File: src/rtl/ecc_enc_stream.sv
// ecc_enc_stream: two-stage streaming Hamming SECDED encoder.
// Each accepted information word is encoded into an (n+1)-bit codeword
// (Hamming positions 1..n plus overall parity p0). The per-word injection
// mask is XORed onto the codeword so downstream decoders can be exercised.
//
// Handshake: a transfer happens on a rising clk_i edge where valid and
// ready are both high. Once m_valid_o is high, m_valid_o/m_d_o/m_inj_o
// hold until m_ready_i is sampled high. s_ready_o never depends on
// s_valid_i.
module ecc_enc_stream #(
  parameter int K      = 8,
  parameter bit P0_LSB = 1'b1,
  // Smallest m with 2^m >= m + K + 1.
  localparam int M = (K <= 1)    ? 2  :
                     (K <= 4)    ? 3  :
                     (K <= 11)   ? 4  :
                     (K <= 26)   ? 5  :
                     (K <= 57)   ? 6  :
                     (K <= 120)  ? 7  :
                     (K <= 247)  ? 8  :
                     (K <= 502)  ? 9  :
                     (K <= 1013) ? 10 :
                     (K <= 2036) ? 11 : 12,
  localparam int N = M + K
) (
  input  logic         clk_i,
  input  logic         rst_ni,
  input  logic         s_valid_i,
  output logic         s_ready_o,
  input  logic [K-1:0] s_d_i,
  input  logic [N:0]   s_inj_i,
  output logic         m_valid_o,
  input  logic         m_ready_i,
  output logic [N:0]   m_d_o,
  output logic         m_inj_o,
  output logic [15:0]  cnt_o
);

  // S1: raw word and mask
  logic         v1_q, v1_d;
  logic [K-1:0] d1_q, d1_d;
  logic [N:0]   inj1_q, inj1_d;
  // S2: injected codeword
  logic         v2_q, v2_d;
  logic [N:0]   cw2_q, cw2_d;
  logic         inj2_q, inj2_d;
  logic [15:0]  cnt_q, cnt_d;

  logic         in_xfer;
  logic         out_xfer;
  logic         move;
  logic [N:1]   pos;
  logic [N:0]   enc;

  // Stage handshake: S1 may advance whenever S2 is empty or draining.
  always_comb begin
    s_ready_o = rst_ni & (~v1_q | ~v2_q | m_ready_i);
    in_xfer   = s_valid_i & s_ready_o;
    out_xfer  = v2_q & m_ready_i;
    move      = v1_q & (~v2_q | m_ready_i);
  end

  // Encoder: scatter info bits into non-power-of-2 positions, then parity.
  always_comb begin
    int   k;
    logic par;
    pos = '0;
    k   = 0;
    par = 1'b0;
    for (int p = 1; p <= N; p++) begin
      if ((p & (p - 1)) != 0) begin
        pos[p] = d1_q[k];
        k      = k + 1;
      end
    end
    for (int j = 0; j < M; j++) begin
      par = 1'b0;
      for (int p = 1; p <= N; p++) begin
        if ((((p >> j) & 1) != 0) && ((p & (p - 1)) != 0)) begin
          par = par ^ pos[p];
        end
      end
      pos[1 << j] = par;
    end
    if (P0_LSB) enc = {pos, ^pos};
    else        enc = {^pos, pos};
  end

  // Next-state for both stages and the delivered-word counter.
  always_comb begin
    v1_d   = v1_q;
    d1_d   = d1_q;
    inj1_d = inj1_q;
    v2_d   = v2_q;
    cw2_d  = cw2_q;
    inj2_d = inj2_q;
    cnt_d  = cnt_q;
    if (in_xfer) begin
      v1_d   = 1'b1;
      d1_d   = s_d_i;
      inj1_d = s_inj_i;
    end else if (move) begin
      v1_d   = 1'b0;
    end
    if (move) begin
      v2_d   = 1'b1;
      cw2_d  = enc ^ inj1_q;
      inj2_d = |inj1_q;
    end else if (out_xfer) begin
      v2_d   = 1'b0;
    end
    if (out_xfer) cnt_d = cnt_q + 16'd1;
  end

  // Pipeline registers; reset drops all in-flight words at once.
  always_ff @(posedge clk_i or negedge rst_ni) begin
    if (!rst_ni) begin
      v1_q   <= 1'b0;
      d1_q   <= '0;
      inj1_q <= '0;
      v2_q   <= 1'b0;
      cw2_q  <= '0;
      inj2_q <= 1'b0;
      cnt_q  <= '0;
    end else begin
      v1_q   <= v1_d;
      d1_q   <= d1_d;
      inj1_q <= inj1_d;
      v2_q   <= v2_d;
      cw2_q  <= cw2_d;
      inj2_q <= inj2_d;
      cnt_q  <= cnt_d;
    end
  end

  // Outputs come straight from S2 registers.
  always_comb begin
    m_valid_o = v2_q;
    m_d_o     = cw2_q;
    m_inj_o   = inj2_q;
    cnt_o     = cnt_q;
  end

endmodule

File: config.mk
export PLATFORM = sky130hd
export DESIGN_NAME = ecc_enc_stream
export DESIGN_NICKNAME = d
export VERILOG_FILES = /design/src/rtl/ecc_enc_stream.sv
export SDC_FILE = /design/constraint.sdc
export NUM_CORES = 1
export LEC_CHECK = 0
export CORE_MARGIN = 2
export CORE_UTILIZATION = 53
export DETAILED_ROUTE_END_ITERATION = 16
export MAX_ROUTING_LAYER = met4
export PLACE_DENSITY = 0.85
export SLEW_MARGIN = 25
export SYNTH_ARGS = -nofsm -noshare
export SYNTH_HDL_FRONTEND = slang
export SYNTH_SLANG_ARGS = --single-unit
File: constraint.sdc
create_clock -name clk_i -period 5 [get_ports clk_i]
set_clock_uncertainty 0.1 [all_clocks]
set_input_delay 0.5 -clock clk_i [delete_from_list [all_inputs] [get_ports clk_i]]
set_output_delay 0.5 -clock clk_i [all_outputs]
set_load 0.02 [all_outputs]
# After elaboration in Yosys (flattened, before gate mapping)
# Cells that the tools add are included.
dict set report op_classes {
  addsub 1
  multipliers 0
  div 0
  n_lt_le_gt_ge 0
  n_eq_ne 0
  shift 0
  n_mux 4
  bitwise_logic 24
  reduce_logical 4
}
# op count
set op_table {}
lappend op_table {{16-bit by 1-bit adder with 16-bit output, second input constant} 1}
lappend op_table {{1-bit bitwise XOR} 14}
lappend op_table {{13-bit OR reduction} 1}
lappend op_table {{13-bit bitwise XOR} 1}
lappend op_table {{12-bit parity} 1}
lappend op_table {{1-bit bitwise AND} 4}
lappend op_table {{1-bit two-way mux} 4}
lappend op_table {{2-bit nonzero test} 2}
lappend op_table {{1-bit OR} 3}
lappend op_table {{1-bit NOT} 2}
dict set report word_totals {
  regBits 53
  latchBits 0
  ram_bits 0
  mem_bits_ro 0
  inputBits 25
  out_inout_bits 32
  elab_cells 40
  memories 0
}

# Logic depth before layout (Yosys ltp)
# Gate-level depths: netlist of run 1.
dict set report logic_depth {
  word_depth 6
  depth_mapped 5
  mapped_depth_nobuf 5
}

# Least setup slack after synthesis of run 1
# OpenSTA, ideal clock, no wires.
dict set report synth_path {
  path_type {input -> register}
  start {input port m_ready_i}
  end {register d1_q[0]}
  t_arrival_ns 1.590
  required_time_ns 4.775
  path_slack_ns 3.186
  stages 5
  path_buffers 1
  cell_sequence {nand3b_1 -> and2_1 -> nand2_1 -> buf_2 -> mux2_2}
}
dict set report synth_between {
  elab_chain_len 3
}
# element line
set synth_rtl {}
lappend synth_rtl {{start: declaration} 33} ;# input logic m_ready_i,
lappend synth_rtl {{1-bit OR} 57} ;# s_ready_o = rst_ni & (~v1_q | ~v2_q | m_ready_i);
lappend synth_rtl {{1-bit bitwise AND} 57}
lappend synth_rtl {{named net s_ready_o} 29} ;# output logic s_ready_o,
lappend synth_rtl {{1-bit bitwise AND} 58} ;# in_xfer = s_valid_i & s_ready_o;
lappend synth_rtl {{end signal: assignment} 119} ;# d1_q <= '0;
lappend synth_rtl {{end signal: assignment} 127} ;# d1_q <= d1_d;
lappend synth_rtl {{end: declaration} 41} ;# logic [K-1:0] d1_q, d1_d;
# The timed path passes the listed nets, and every way through them passes these cells.
# A chain may end at the register's enable or synchronous reset.

# Worst setup path in the final report of run 1
dict set report layout_path {
  start {input port rst_ni}
  end {output port s_ready_o}
}
dict set report layout_between {
  elab_chain_len 1
}
# element line
set layout_rtl {}
lappend layout_rtl {{start: declaration} 27} ;# input logic rst_ni,
lappend layout_rtl {{1-bit bitwise AND} 57}
lappend layout_rtl {{end: declaration} 29}
# Every way passes these cells.

==> flow_metrics.py, run 1 <==
metrics = {
    "outcome": {
        "outcome": "completed",
    },
    "die": {
        "core_area_um2": 4320,
        "num_rows": 24,
        "start_util": 0.544,
        "die_y_um": 70.6,
        "boundaryPins": 57,
        "die_w_um": 70.6,
        "die-area_um2": 4990,
    },
    "sta": {
        "drv_slew": 0,
        "timing.final.crit_share": 0.516,
        "fmax_mhz": 387,
        "worst-slew-pin-transition_ps": 844,
        "rsz0062_at_grt": "no",
        "setup_viol": 0,
        "finalCriticalPeriod_ps": 2580,
        "tns_ps": 0,
        "relSlewSlack": 0.436,
        "finalHoldViolCount": 0,
        "timing.final.ws_setup_ps": 2420,
    },
    "global_route": {
        "grt_antenna_before_repair": 0,
        "grt_usage": 0.189,
        "grt_pass1_vias": 1468,
        "grt_overflow": 0,
        "grt_pass1_wl_um": 7070,
        "grt_max_degree": 55,
    },
    "yosys": {
        "ys_warn_count": 0,
        "ys.flop_type": "dfrtp_1",
        "syn_inst": 187,
        "synth-edff-count": 0,
        "netlist_area_um2": 2350,
        "synth_nets": 213,
        "synth.most_common_cell": "dfrtp_1",
        "ys_types": 24,
        "synthTopCellsByCount": "dfrtp_1 (53), xnor2_1 (30), mux2_2 (26), nand2_1 (22), o21ai_0 (9)",
        "seq_area_frac_synth": 0.564,
        "synth_top_area_cell": "dfrtp_1",
        "async_flop_share": 1.00,
        "synth.area.top_cells": "dfrtp_1 (56%), mux2_2 (12%), xnor2_1 (11%)",
        "synth_top_area_share": 0.564,
        "postSynthAreaPerCell_um2": 12.6,
        "synth_seq_cells": 53,
    },
    "cells_and_area": {
        "area_growth_pct": 30.0,
        "final_nets": 271,
        "num_antenna_cells": 0,
        "drive_above_1_share": 0.151,
        "fill_cells": 336,
        "stdcell_count": 297,
    },
    "detailed_routing": {
        "first_pass_iters": 4,
        "vias_per_cell": 5.13,
        "wl_per_cell_um": 13.6,
        "drc": 0,
        "drt_wl_total_um": 4040,
        "drtIter0Drc": 66,
        "antenna_left": 0,
        "num_vias": 1523,
    },
    "critical_path": {
        "crit_cells": 4,
        "start_kind": "input pin",
        "rr_worst_depth": 4,
        "crit_family": "buffers and inverters",
        "critPathKind": "in -> out",
        "crit_arrival_ps": 1980,
        "path_cells": "buf_2 > buf_4 > and2_1 > clkdlybuf4s50_1",
        "crit_fanout": 54,
        "slowest_stage": "clkdlybuf4s50_1",
        "cp-end-kind": "output pin",
        "crit_path_max_incr_delay_ps": 610,
        "path_buf_inv": 3,
        "worstPathRequired_ps": 4400,
    },
    "clock_network": {
        "cts_root_buf": "clkbuf_8",
        "cts_setup_buffers": 0,
        "cts_hold_buf": 0,
        "path_clk_slew_ps": 90,
        "cts_buffers": 5,
        "cts_buffer_depth": 2,
        "clock-sinks": 53,
        "clk_latency_ps": 300,
        "cts_htree_levels": 2,
        "cts-resized-gates": 0,
        "cts_tree": "yes",
    },
    "power_and_ir_drop": {
        "ir_drop_mv": 0.218,
        "power.density_nw_per_um2": 465,
        "p_leak_nw": 1.32,
    },
    "place": {
        "port_buffers": 56,
        "placedCellCount": 290,
        "dp_slack_ps": 2310,
        "hpwl_um": 3000,
        "place.gp.congestion": 0.820,
    },
    "min_path": {
        "hold_path.class": "in -> async",
    },
    "job": {
        "cap_violations": 0,
    },
}
==> registers in the layout (all words and copies together), names as in the netlist <==
register   flops
m_d_o         13
m_valid_o      1
m_inj_o        1
inj1_q        13
d1_q           8
v1_q           1
cnt_o         16
==> kinds of logic (layout without fill, tap and decap cells) <==
kind of cell,Yosys count,in the layout,synth area share
flip-flops,53,53,0.564
buffers and inverters,8,66,0.0138
AND/OR/NAND/NOR,49,49,0.100
XOR/XNOR,40,40,0.170
multiplexers,26,26,0.124
AO/OA/AOI/OAI,10,10,0.0229
adder cells (fa/ha/maj),1,1,0.00532
==> worst reg2reg max path, stage by stage, from the launching register on <==
cell and delay (ps):
dfrtp_1 420, nand3b_1 120, and2_1 190, nand2_1 620, mux2_2 420
==> layout make-up <==
| cell class | instances | area [um2] | share of cell area |
|---|---|---|---|
| flip-flops and latches | 53 | 1330 | 0.433 |
| inverters | 2 | 7.51 | 0.00245 |
| clock buffers | 5 | 68.8 | 0.0225 |
| clock inverters | 2 | 35.0 | 0.0114 |
| well taps | 52 | 65.1 | 0.0213 |
| multi-input cells | 126 | 995 | 0.325 |
| repair buffers | 57 | 563 | 0.184 |
==> power by group <==
group          switching [W]  internal (W)
Combinational       0.000228      0.000308
Clock               0.000129      0.000146
Sequential         0.0000863      0.000526
Total               0.000443      0.000980
==> cells in the final DEF, fill, tap and decap left out <==
| cell type | netlist | final |
|---|---|---|
| o21ai_0 | 9 | 9 |
| nand3b_1 | 1 | 1 |
| inv_1 | 2 | 2 |
| nand4_1 | 3 | 3 |
| mux2_2 | 26 | 26 |
| clkinv_2 | 0 | 1 |
| and2_1 | 2 | 2 |
| o21ai_2 | 1 | 1 |
| xnor2_1 | 30 | 30 |
| nor3_1 | 3 | 3 |
| clkdlybuf4s50_1 | 0 | 55 |
| dfrtp_1 | 53 | 53 |
| clkbuf_8 | 0 | 5 |
| nor4_1 | 2 | 2 |
| buf_2 | 2 | 1 |
| and3_1 | 2 | 2 |
| xor2_1 | 6 | 6 |
| nand2_1 | 22 | 22 |
| ha_1 | 1 | 1 |
| and4_1 | 2 | 2 |
| xnor3_1 | 3 | 3 |
| nand3_1 | 3 | 3 |
| xnor2_2 | 1 | 1 |
| bufinv_16 | 0 | 1 |
| buf_4 | 0 | 1 |
| nand2b_1 | 2 | 2 |
| or4_1 | 1 | 1 |
| nor2_1 | 6 | 6 |
==> per-stage QoR <==
| stage | utilization | power (W) | hold WS, ps | area [um2] |
|---|---|---|---|---|
| 2_1_floorplan | - | 0.000945 | 104 | 2350 |
| 3_3_place_gp | 0.684 | 0.00115 | 357 | 2960 |
| 3_5_place_dp | 0.684 | 0.00116 | 364 | 2960 |
| 4_1_cts | 0.708 | 0.00144 | 229 | 3060 |
| 5_1_grt | 0.708 | 0.00152 | 253 | 3060 |
| 6_report | 0.708 | 0.00142 | 208 | 3060 |
==> routing by layer <==
layer  GRT usage  vias to the layer above  wire length, um
met5           -                        -                0
met2       0.275                       42             1960
li1            -                      742                -
met1       0.261                      735             1860
met4      0.0629                        0               26
met3      0.0513                        4              193
==> path summary, 6_finish.rpt <==
path                                 from   endpoint  slack (ps)
worst max-delay path               rst_ni  s_ready_o        2420
worst min-delay path               rst_ni   cnt_o[2]         210
worst max register to register  m_valid_o  inj1_q[3]        3010
worst min register to register  cnt_o[15]  cnt_o[15]         380
max in group asynchronous          rst_ni  inj1_q[3]        4150
min in group clk_i              cnt_o[15]  cnt_o[15]         380
Note: power is estimated with default switching activity, not from simulation.
==> run 2, diff against run 1 <==
--- a/config.mk
+++ b/config.mk
@@ -6,10 +6,10 @@
 export NUM_CORES = 1
 export LEC_CHECK = 0
 export CORE_MARGIN = 2
-export CORE_UTILIZATION = 53
+export CORE_UTILIZATION = 49
 export DETAILED_ROUTE_END_ITERATION = 16
 export MAX_ROUTING_LAYER = met4
-export PLACE_DENSITY = 0.85
+export PLACE_DENSITY = 0.79
 export SLEW_MARGIN = 25
 export SYNTH_ARGS = -nofsm -noshare
 export SYNTH_HDL_FRONTEND = slang
==> constraint.sdc (replaced) <==
create_clock -name clk_i -period 2.4 [get_ports clk_i]
set_clock_uncertainty 0.1 [all_clocks]
set_input_delay 0.24 -clock clk_i [delete_from_list [all_inputs] [get_ports clk_i]]
set_output_delay 0.24 -clock clk_i [all_outputs]
set_load 0.02 [all_outputs]
==> run 2 against run 1 <==
Clock power rose by 76%. Clock-buffer cell count unchanged. Flip-flop and latch count stayed put. Die area grew 7.7%. Register-to-register slack worse by 2400 ps. Routed wire length up 1.4%. Design area is 0.74% higher. First-iteration DRC count decreased by 36%. Sequential power rose by 110%. Total power is 100% higher. Via count grew 0.59%.
==> flow_metrics.py, run 2 (synthesis gave the netlist of run 1 again) <==
metrics = {
    "outcome": {
        "outcome": "completed",
    },
    "sta": {
        "drv_slew": 0,
        "tns_ps": 0,
        "fmax_mhz": 498,
        "setup_viol": 0,
        "relSlewSlack": 0.566,
        "finalCriticalPeriod_ps": 2010,
        "finalHoldViolCount": 0,
        "timing.final.crit_share": 0.837,
        "worst-slew-pin-transition_ps": 651,
        "rsz0062_at_grt": "no",
    },
    "critical_path": {
        "crit_arrival_ps": 1670,
        "start_kind": "input pin",
        "worstPathRequired_ps": 2060,
        "crit_fanout": 5,
        "critPathKind": "in -> out",
        "cp-end-kind": "output pin",
        "rr_worst_depth": 4,
        "reg2reg_slack_ps": 560,
    },
    "global_route": {
        "grt_antenna_before_repair": 0,
        "grt_overflow": 0,
        "grt_usage": 0.176,
        "grt_pass1_wl_um": 6980,
        "grt_max_degree": 54,
        "grt_pass1_vias": 1537,
    },
    "cells_and_area": {
        "utilization": 0.657,
        "layout_common_cells": "clkdlybuf4s50_1 (55), dfrtp_1 (53), xnor2_1 (30), mux2_2 (26), nand2_1 (22)",
        "drive_above_1_share": 0.161,
        "largest_reg_flops": 16,
        "layout.cells.most_common": "clkdlybuf4s50_1",
        "stdcell_count": 303,
        "area_growth_pct": 31.0,
        "final_nets": 274,
        "num_antenna_cells": 0,
    },
    "detailed_routing": {
        "drt_wl_total_um": 4090,
        "first_pass_iters": 4,
        "drc": 0,
        "antenna_left": 0,
        "drtIter0Drc": 42,
        "vias_per_cell": 5.06,
        "num_vias": 1532,
        "wl_per_cell_um": 13.5,
    },
    "job": {
        "cap_violations": 0,
    },
    "die": {
        "boundaryPins": 57,
        "die-area_um2": 5370,
        "num_rows": 25,
        "core_area_um2": 4690,
        "die_w_um": 73.3,
        "start_util": 0.502,
        "die_y_um": 73.3,
    },
    "clock_network": {
        "cts_buffers": 5,
        "cts_htree_levels": 2,
        "clk_latency_ps": 300,
        "clock-sinks": 53,
        "path_clk_slew_ps": 90,
        "cts_root_buf": "clkbuf_8",
        "cts_setup_buffers": 0,
        "cts_buffer_depth": 2,
        "cts_tree": "yes",
    },
    "power_and_ir_drop": {
        "power.density_nw_per_um2": 933,
        "p_leak_nw": 1.33,
        "ir_drop_mv": 0.413,
        "total_power_w": 0.00288,
    },
    "place": {
        "place.gp.congestion": 0.803,
        "port_buffers": 56,
        "hpwl_um": 3020,
        "placedCellCount": 294,
    },
    "min_path": {
        "min_path_cells": 1,
        "hold_path.class": "reg -> reg",
    },
}
==> run 2: metrics by stage <==
step                      instance area, um2  setup WS [ps]  hold slack, ps
final                                   3080            392             374
after global placement                  2990            386             326
after global routing                    3080            322             396
after detailed placement                2990            401             325
after floorplan                         2350            633            -156
after CTS                               3080            386             381
==> run 2: routing by layer <==
layer  global-route usage  share of wire
met5                    -              0
met4               0.0424         0.0066
met3               0.0453          0.041
met2                0.288           0.49
met1                0.220           0.47
==> run 2: power breakdown <==
part           switching, W  total (W)  internal [W]  leakage, nW
registers          0.000176    0.00127       0.00110        0.645
logic              0.000473    0.00112      0.000647        0.637
clock network      0.000282   0.000484      0.000202       0.0439
==> run 2: repair_timing <==
item                       4_1_cts  5_1_grt
hold endpoints to repair        51        0
hold buffers                     1        0
setup endpoints to repair        0        0
gates resized for setup          0        0
==> run 2: worst max-delay path: stages <==
cell,delay (ps)
clkdlybuf4s50_1,520
nand3b_1,150
and2_1,150
clkdlybuf4s50_1,600
==> run 2: layout make-up <==
type	count	area [um2]
multi-input cells	126	995
clock buffers	5	68.8
inverters	2	7.51
flip-flops and latches	53	1330
well taps	54	67.6
clock inverters	3	17.5
fillers	382	1610
repair buffers	60	601
==> run 2: final timing paths <==
path	start	endpoint
setup / recovery	m_ready_i	s_ready_o
max in group asynchronous	rst_ni	cnt_o[14]
min in group asynchronous	rst_ni	cnt_o[0]
hold / removal	cnt_o[15]	cnt_o[15]
hold reg to reg	cnt_o[15]	cnt_o[15]
setup reg to reg	d1_q[6]	m_d_o[0]
